--- src/rtl/pi_key_capture_pkg.sv ---
// Shared constants for the key-capture PIO: register word addresses and
// edge-selection encodings.
package pi_key_capture_pkg;

  localparam logic [1:0] ADDR_DATA     = 2'd0;
  localparam logic [1:0] ADDR_IRQ_MASK = 2'd2;
  localparam logic [1:0] ADDR_EDGECAP  = 2'd3;

  localparam int EDGE_RISE = 0;
  localparam int EDGE_FALL = 1;
  localparam int EDGE_ANY  = 2;

endpackage

--- src/rtl/pi_debounce_bit.sv ---
// One input bit: 2-flop synchronizer followed by a stable-count debouncer.
// update/new_value strobe the cycle whose clk edge will change stable.
module pi_debounce_bit #(
  parameter int DEBOUNCE_CYCLES = 50000
) (
  input  logic clk,
  input  logic reset_n,
  input  logic in_bit,
  output logic stable,
  output logic update,
  output logic new_value
);

  localparam int CW = $clog2(DEBOUNCE_CYCLES) + 1;
  localparam logic [CW-1:0] CNT_LAST = CW'(DEBOUNCE_CYCLES - 1);

  logic          sync1;
  logic          sync2;
  logic [CW-1:0] count;

  assign update    = (sync2 != stable) && (count == CNT_LAST);
  assign new_value = sync2;

  always_ff @(posedge clk or negedge reset_n) begin
    if (!reset_n) begin
      sync1  <= 1'b0;
      sync2  <= 1'b0;
      count  <= '0;
      stable <= 1'b0;
    end else begin
      sync1 <= in_bit;
      sync2 <= sync1;
      // Any return to the stable level restarts the count, rejecting short glitches.
      if (sync2 == stable) begin
        count <= '0;
      end else if (count == CNT_LAST) begin
        stable <= sync2;
        count  <= '0;
      end else begin
        count <= count + CW'(1);
      end
    end
  end

endmodule

--- src/rtl/pi_key_capture.sv ---
// Avalon-MM input PIO: debounced key/switch inputs, sticky edge capture
// with write-1-to-clear, maskable level interrupt.
module pi_key_capture
  import pi_key_capture_pkg::*;
#(
  parameter int WIDTH           = 4,
  parameter int DEBOUNCE_CYCLES = 50000,
  parameter int ACTIVE_LOW      = 1,
  parameter int EDGE_TYPE       = 0
) (
  input  logic             clk,
  input  logic             reset_n,
  input  logic [WIDTH-1:0] in_port,
  input  logic [1:0]       address,
  input  logic             chipselect,
  input  logic             write_n,
  input  logic [31:0]      writedata,
  output logic [31:0]      readdata,
  output logic             irq
);

  logic [WIDTH-1:0] in_x;
  logic [WIDTH-1:0] stable;
  logic [WIDTH-1:0] update;
  logic [WIDTH-1:0] new_value;
  logic [WIDTH-1:0] edge_pulse;
  logic [WIDTH-1:0] irq_mask;
  logic [WIDTH-1:0] edgecapture;
  logic [WIDTH-1:0] clear_mask;
  logic             wr_en;
  logic [31:0]      rd_mux;
  logic             unused_wdata;

  assign in_x = (ACTIVE_LOW != 0) ? ~in_port : in_port;

  for (genvar i = 0; i < WIDTH; i++) begin : g_bit
    pi_debounce_bit #(
      .DEBOUNCE_CYCLES(DEBOUNCE_CYCLES)
    ) u_debounce (
      .clk      (clk),
      .reset_n  (reset_n),
      .in_bit   (in_x[i]),
      .stable   (stable[i]),
      .update   (update[i]),
      .new_value(new_value[i])
    );
  end

  always_comb begin
    case (EDGE_TYPE)
      EDGE_FALL: edge_pulse = update & ~new_value;
      EDGE_ANY:  edge_pulse = update;
      default:   edge_pulse = update & new_value;
    endcase
  end

  assign wr_en        = chipselect && !write_n;
  assign clear_mask   = (wr_en && (address == ADDR_EDGECAP)) ? writedata[WIDTH-1:0] : '0;
  assign unused_wdata = ^writedata;

  always_comb begin
    rd_mux = '0;
    case (address)
      ADDR_DATA:     rd_mux[WIDTH-1:0] = stable;
      ADDR_IRQ_MASK: rd_mux[WIDTH-1:0] = irq_mask;
      ADDR_EDGECAP:  rd_mux[WIDTH-1:0] = edgecapture;
      default:       rd_mux = '0;
    endcase
  end

  always_ff @(posedge clk or negedge reset_n) begin
    if (!reset_n) begin
      irq_mask    <= '0;
      edgecapture <= '0;
      readdata    <= '0;
    end else begin
      if (wr_en && (address == ADDR_IRQ_MASK)) begin
        irq_mask <= writedata[WIDTH-1:0];
      end
      // OR-ing the new pulses after the clear makes a same-cycle set win.
      edgecapture <= (edgecapture & ~clear_mask) | edge_pulse;
      readdata    <= rd_mux;
    end
  end

  assign irq = |(edgecapture & irq_mask);

endmodule

--- config.mk ---
export PLATFORM = sky130hd
export DESIGN_NAME = pi_key_capture
export DESIGN_NICKNAME = d
export VERILOG_FILES = /design/src/rtl/pi_key_capture_pkg.sv /design/src/rtl/pi_debounce_bit.sv /design/src/rtl/pi_key_capture.sv
export SDC_FILE = /design/constraint.sdc
export NUM_CORES = 1
export LEC_CHECK = 0
export ABC_AREA = 0
export CAP_MARGIN = 10
export CELL_PAD_IN_SITES_DETAIL_PLACEMENT = 0
export CELL_PAD_IN_SITES_GLOBAL_PLACEMENT = 1
export CORE_UTILIZATION = 43
export CTS_BUF_LIST = sky130_fd_sc_hd__clkbuf_8
export CTS_CLUSTER_SIZE = 14
export DETAILED_ROUTE_END_ITERATION = 8
export PLACE_DENSITY = 0.79
export SETUP_SLACK_MARGIN = 0.5
export SLEW_MARGIN = 20
export SYNTH_ARGS = -nofsm -noshare
export SYNTH_HDL_FRONTEND = slang
export SYNTH_SLANG_ARGS = --single-unit
--- constraint.sdc ---
create_clock -name clk -period 2.3 [get_ports clk]
set_input_delay 0.345 -clock clk [delete_from_list [all_inputs] [get_ports clk]]
set_output_delay 0.345 -clock clk [all_outputs]
set_load 0.005 [all_outputs]
==> results of run 1 <==
-- cells in the mapped netlist (all sizes together) --
cell type | count | area, µm²
a21oi | 4 | 27.53
a22oi | 2 | 15.01
a31o | 2 | 17.52
a32o | 1 | 10.01
and3 | 6 | 37.54
and4b | 1 | 10.01
buf | 34 | 257.8
clkbuf | 1 | 3.750
conb | 1 | 3.750
dfrtp | 92 | 2302
ha | 4 | 50.05
inv | 17 | 63.81
mux2 | 8 | 90.09
mux2i | 4 | 40.04
nand2 | 26 | 97.59
nand2b | 3 | 18.77
nand3 | 27 | 155.2
nand4 | 23 | 143.9
nor2 | 73 | 274.0
nor3 | 21 | 105.1
nor4 | 15 | 93.84
nor4b | 3 | 26.28
nor4bb | 1 | 10.01
o21ai | 10 | 53.80
o31ai | 2 | 15.01
o41ai | 1 | 27.53
or2 | 3 | 18.77
or3 | 3 | 23.77
or4 | 5 | 45.04
xnor2 | 48 | 420.4
xor2 | 12 | 105.1
-- area by class of cell --
class,count,share of cell area
multi-input combinational,336,0.4036
clock inverter,3,0.008860
tap,136,0.03347
timing repair buffer,30,0.05489
clock buffer,12,0.03249
inverter,17,0.01255
sequential,92,0.4541
-- final timing paths --
check                      slack, ns  cells after the start                                    start                                 endpoint
min                            -0.02                      1                                  reset_n  g_bit[2].u_debounce.count[15]$_DFF_PN0_
max in group asynchronous       1.65                      2                                  reset_n      g_bit[1].u_debounce.sync1$_DFF_PN0_
min reg2reg                     0.35                      0      g_bit[2].u_debounce.sync1$_DFF_PN0_  g_bit[2].u_debounce.new_value$_DFF_PN0_
max reg2reg                     0.53                      3  g_bit[2].u_debounce.count[13]$_DFF_PN0_   g_bit[2].u_debounce.stable$_DFFE_PN0P_
max                             0.53                      3  g_bit[2].u_debounce.count[13]$_DFF_PN0_   g_bit[2].u_debounce.stable$_DFFE_PN0P_
min in group clk                0.35                      0      g_bit[2].u_debounce.sync1$_DFF_PN0_  g_bit[2].u_debounce.new_value$_DFF_PN0_
-- where the power goes --
part / internal, mW / leakage (nW) / switching, mW / total, mW
logic: 0.0997 / 0.714 / 0.113 / 0.212
registers: 1.67 / 1.24 / 0.0463 / 1.72
clock network: 0.586 / 0.101 / 0.546 / 1.13
total: 2.36 / 2.05 / 0.705 / 3.06
-- logic make-up after synthesis --
family                   Yosys count
adder cells (fa/ha/maj)            4
other                              1
XOR/XNOR                          60
AND/OR/NAND/NOR                  210
buffers and inverters             52
flip-flops                        92
AO/OA/AOI/OAI                     22
multiplexers                      12
-- placed cells by master (no fill, tap or decap), drive strengths merged, types with 13 or more instances in the layout --
cell type and count:
dfrtp 92, clkdlybuf4s50 16, xnor2 48, nor4 15
inv 17, nand4 23, conb 28, nor2 73
nor3 21, buf 13, nand2 26, nand3 27
-- per-layer routing --
layer / up-vias / track usage / wire, µm
met3: 4 / 0.03493 / 226
met4: 0 / 0.04930 / 68
met5: - / 0 / 0
met2: 52 / 0.2602 / 3850
met1: 1520 / 0.2100 / 3942
li1: 1564 / - / -
-- state kept, by name (all words and copies together), names as in the netlist --
name and count:
g_bit.u_debounce.count 68, edgecapture 4, g_bit.u_debounce.new_value 4, g_bit.u_debounce.stable 4, g_bit.u_debounce.sync1 4, irq_mask 4
readdata 4
-- through the flow --
step           cells  setup slack [ns]  hold slack, ns
2_1_floorplan    480            0.5762         0.04941
3_3_place_gp     611            0.4210          0.3360
3_5_place_dp     611            0.4190          0.3347
4_1_cts          626            0.5235         0.01384
5_1_grt          626            0.5025         0.03344
6_report         626            0.5328        -0.01511
==> run_results.csv, run 1 <==
group,metric,value,unit
synthesis,yosys_warnings,0,
critical_path,path_class,"register to register",
global_route,grt_max_degree,48,
clock_tree,postCtsSetupRepairBufs,0,
floorplan,initial_core_util,0.4420,
critical_path,endpoint_kind,"register",
drt,wl_per_cell,12.92,µm
flow_run,drv_cap,0,
drt,via_per_inst,5.016,
clock_tree,htreeDepth,3,
clock_tree,clk_path_buf_depth,2,
synthesis,synth-seq-cells,92,
critical_path,path_delay_family,"simple AND/OR/NAND/NOR gates",
global_route,grt_first_pass_wirelength,14130,µm
min_path,hp-class,"input port to asynchronous set/reset pin",
synthesis,synth_top_family_by_area,"simple AND/OR/NAND/NOR gates",
layout,final_area,5084,µm²
placed_design,gp_congestion,0.7925,
critical_path,arrival,1.99,ns
critical_path,crit_slowest_cell,"or4_1",
critical_path,cp_num_buf_inv,0,
timing,fmax,565.9,MHz
synthesis,synth_xor_area_frac,0.1152,
synthesis,syn_avg_cell_area,10.07,µm²
global_route,antenna_found_initial,0,
timing,finalHoldViolCount,6,
clock_tree,postCtsHoldBufs,0,
drt,final_antenna_net_count,0,
global_route,grt_overflow,0,
global_route,grtUsageTotal,0.1588,
synthesis,syn_area,4563,µm²
outcome,violations,"negative hold slack",
power,ir_drop,0.0003246,V
power,p_leak,2.050,nW
power,power.total,3.064,mW
synthesis,yosys.area_share.adder,0.01097,
floorplan,die_h,105.0,µm
timing,slew_viol_final,0,
synthesis,synth_seq_area_share,0.5045,
critical_path,critPathMaxFanout,5,
timing,fin_worst_skew,0.01255,ns
synthesis,synth_compound_area_frac,0.03647,
floorplan,die_x,105.0,µm
clock_tree,cts_resized,2,
global_route,first_global_vias,3118,
timing,setup_viol,0,
drt,drcViolationCount,0,
layout,multiInputGateArea,2052,µm²
floorplan,io_pins,75,
timing,rsz0062_at_grt,"no",
timing,fin_crit_sh,0.7683,
placed_design,port_buffers,18,
floorplan,fp.coreArea,10320,µm²
layout,layout-drive-gt1-share,0.1163,
timing,final.setup.tns,0,ns
clock_tree,clock_latency,0.35,ns
placed_design,placed_area,4853,µm²
timing,worst_pin_slew,0.5886,ns
clock_tree,cts_tree,"yes",
clock_tree,numCtsBuffers,9,
layout,final-seq-area,2308,µm²
timing,timing.hold.ws,-0.01511,ns
floorplan,rows,37,
drt,wl,8087,µm
critical_path,path_cells,"or4_1 > or2_2 > mux2_2",
synthesis,syn_inst,453,
critical_path,start_kind,"register",
synthesis,synthMuxAreaShare,0.02852,
placed_design,dp_hpwl,5825,µm
layout,n_fill_cell,961,
timing,min_period,1.767,ns
floorplan,die_area,11030,µm²
drt,vias,3140,
clock_tree,root_buffer,"clkbuf_8",
synthesis,yosys.cell_types.count,40,
clock_tree,clkSinkCount,92,
layout,synthToLayoutAreaGrowth,11.41,%
drt,first_pass_iters,4,
layout,diodes,0,
layout,final_nets,532,
layout,final_util,0.4924,
critical_path,worstPathRequired,2.53,ns
clock_tree,cts.clk_slew.worst_paths,0.09,ns
drt,drtIter0Drc,151,
timing,slew_headroom,0.6040,
critical_path,cpPeakStageDelay,0.58,ns
outcome,status,"finished with violations",
synthesis,synth-simple-area-share,0.2322,
power,power.density,602.8,nW/µm²
Note: power is estimated with default switching activity, not from simulation.
==> inputs of run 2 (changes only) <==
Clock period 2.3 ns to 1.8 ns, I/O delays scaled along.
==> run 2 against run 1 <==
The flow now finishes without violations. Register-to-register slack worse by 0.38 ns. Combinational power is 100% higher. Maximum frequency up 7.4%. Setup slack lost 0.38 ns. Die area stayed put. First-iteration DRC count shrank 17%. Critical path depth grew 1. Global-route usage increased by 2.8 points. Non-clock buffer count up 71. Sequential cell count did not move. Clock-buffer cell count fell by 2.
==> run_results.csv, run 2 (synthesized netlist as in run 1, its figures left out) <==
group,metric,value,unit
critical_path,rrSetupSlack,0.15,ns
drt,first_pass_iters,6,
floorplan,die_x,105.0,µm
clock_tree,cts_tree,"yes",
drt,vias,3565,
drt,drcViolationCount,0,
drt,wl,10380,µm
placed_design,port_buffers,18,
timing,slew_viol_final,0,
clock_tree,clock_latency,0.37,ns
timing,fmax,607.5,MHz
global_route,grt_overflow,0,
critical_path,cp_num_buf_inv,0,
flow_run,drv_cap,0,
drt,via_per_inst,5.107,
critical_path,worstPathRequired,2.06,ns
layout,diodes,0,
global_route,grtUsageTotal,0.1866,
timing,min_period,1.646,ns
critical_path,crit_slowest_cell,"or4_4",
min_path,hold_path_end,"g_bit[0].u_debounce.new_value$_DFF_PN0_",
floorplan,fp.coreArea,10320,µm²
floorplan,io_pins,75,
layout,largest_reg_flops,68,
critical_path,endpoint_kind,"register",
critical_path,critPathMaxFanout,3,
critical_path,path_delay_family,"simple AND/OR/NAND/NOR gates",
outcome,status,"finished clean",
drt,final_antenna_net_count,0,
layout,synthToLayoutAreaGrowth,36.96,%
clock_tree,clk_path_buf_depth,2,
clock_tree,cts.clk_slew.worst_paths,0.09,ns
drt,drtIter0Drc,126,
global_route,grt_max_degree,36,
timing,rsz0062_at_grt,"yes",
critical_path,reg2regPathDepth,4,
timing,fin_ws,0.1539,ns
floorplan,die_h,105.0,µm
floorplan,initial_core_util,0.4420,
layout,final_util,0.6054,
critical_path,path_class,"register to register",
critical_path,start_kind,"register",
power,p_leak,2.475,nW
timing,final.setup.tns,0,ns
placed_design,gp_congestion,0.8055,
timing,fin_worst_skew,0.005607,ns
layout,layout_common_cells,"dfrtp_1 (87), buf_4 (67), xnor2_1 (47), nor2_2 (29), conb_1 (28)",
power,ir_drop,0.0005753,V
layout,top_register,"g_bit.u_debounce.count",
layout,final_common_cell,"dfrtp_1",
min_path,hold_depth,0,
global_route,antenna_found_initial,0,
timing,finalHoldViolCount,0,
clock_tree,numCtsBuffers,9,
floorplan,rows,37,
placed_design,dp_hpwl,6134,µm
layout,layout-drive-gt1-share,0.3879,
clock_tree,clkSinkCount,92,
min_path,hp-class,"register to register",
critical_path,path_cells,"nand2_1 > or4_4 > or2_4 > mux2_2",
min_path,worstHoldStart,"g_bit[0].u_debounce.sync1$_DFF_PN0_",
critical_path,r2r-end,"g_bit[2].u_debounce.stable$_DFFE_PN0P_",
critical_path,arrival,1.91,ns
drt,wl_per_cell,14.87,µm
clock_tree,root_buffer,"clkbuf_8",
timing,fin_crit_sh,0.9145,
global_route,first_global_vias,3418,
layout,final_nets,603,
floorplan,die_area,11030,µm²
power,power.density,671.8,nW/µm²
global_route,grt_first_pass_wirelength,16240,µm
clock_tree,htreeDepth,3,
critical_path,cpPeakStageDelay,0.55,ns
critical_path,r2r-start,"g_bit[2].u_debounce.count[15]$_DFF_PN0_",
placed_design,post-place-ws,0.02630,ns
timing,setup_viol,0,
[run 2: how the worst max path moves through the flow]
stage | start | to | slack (ns) | cells past startpoint
after floorplan | g_bit[1].u_debounce.count[12]$_DFF_PN0_ | g_bit[1].u_debounce.count[11]$_DFF_PN0_ | 0.21 | 5
after global placement | address[0] | irq_mask[0]$_DFFE_PN0P_ | 0.05 | 3
after detailed placement | address[0] | irq_mask[0]$_DFFE_PN0P_ | 0.03 | 3
after CTS | g_bit[2].u_debounce.count[12]$_DFF_PN0_ | g_bit[2].u_debounce.stable$_DFFE_PN0P_ | 0.19 | 3
after global routing | g_bit[2].u_debounce.count[15]$_DFF_PN0_ | g_bit[2].u_debounce.stable$_DFFE_PN0P_ | 0.12 | 4
final | g_bit[2].u_debounce.count[15]$_DFF_PN0_ | g_bit[2].u_debounce.stable$_DFFE_PN0P_ | 0.15 | 4
[run 2: routing by layer]
| metal | share of wire | GRT usage | vias to the layer above | wire length [µm] |
|---|---|---|---|---|
| li1 | - | - | 1714 | - |
| met2 | 0.50 | 0.2961 | 68 | 5241 |
| met1 | 0.45 | 0.2517 | 1765 | 4661 |
| met5 | 0 | 0 | - | 0 |
| met3 | 0.030 | 0.03493 | 18 | 311 |
| met4 | 0.016 | 0.07545 | 0 | 166 |
[run 2: final cells by class]
type / count / area, µm²
tap: 136 / 170.2
inverter: 17 / 63.81
sequential: 92 / 2308
clock inverter: 6 / 86.33
clock buffer: 10 / 137.6
timing repair buffer: 101 / 909.6
fill: 830 / 4074
multi-input combinational: 336 / 2574
[run 2: what timing repair did]
item | 4_1_cts | 5_1_grt
hold buffers | 1 | 0
gates cloned | 2 | 2
pin swaps | 32 | 38
resized for setup | 56 | 87
setup endpoints to repair | 85 | 83
setup buffers | 46 | 15
hold endpoints to repair | 33 | 0
[run 2: per-stage QoR]
stage          power, mW  area (µm²)  cells  hold WS [ns]
5_1_grt            4.366        6250    698        0.3652
6_report           4.198        6250    698        0.3596
3_5_place_dp       2.545        4995    616        0.2697
4_1_cts            4.172        5767    681        0.3583
2_1_floorplan      2.410        4750    480      -0.02559
3_3_place_gp       2.535        4995    616        0.2667
[run 2: where the power goes]
part,total (mW),internal [mW],switching (mW)
registers,2.21,2.14,0.0673
clock network,1.57,0.820,0.750
logic,0.423,0.214,0.209
total,4.20,3.17,1.03
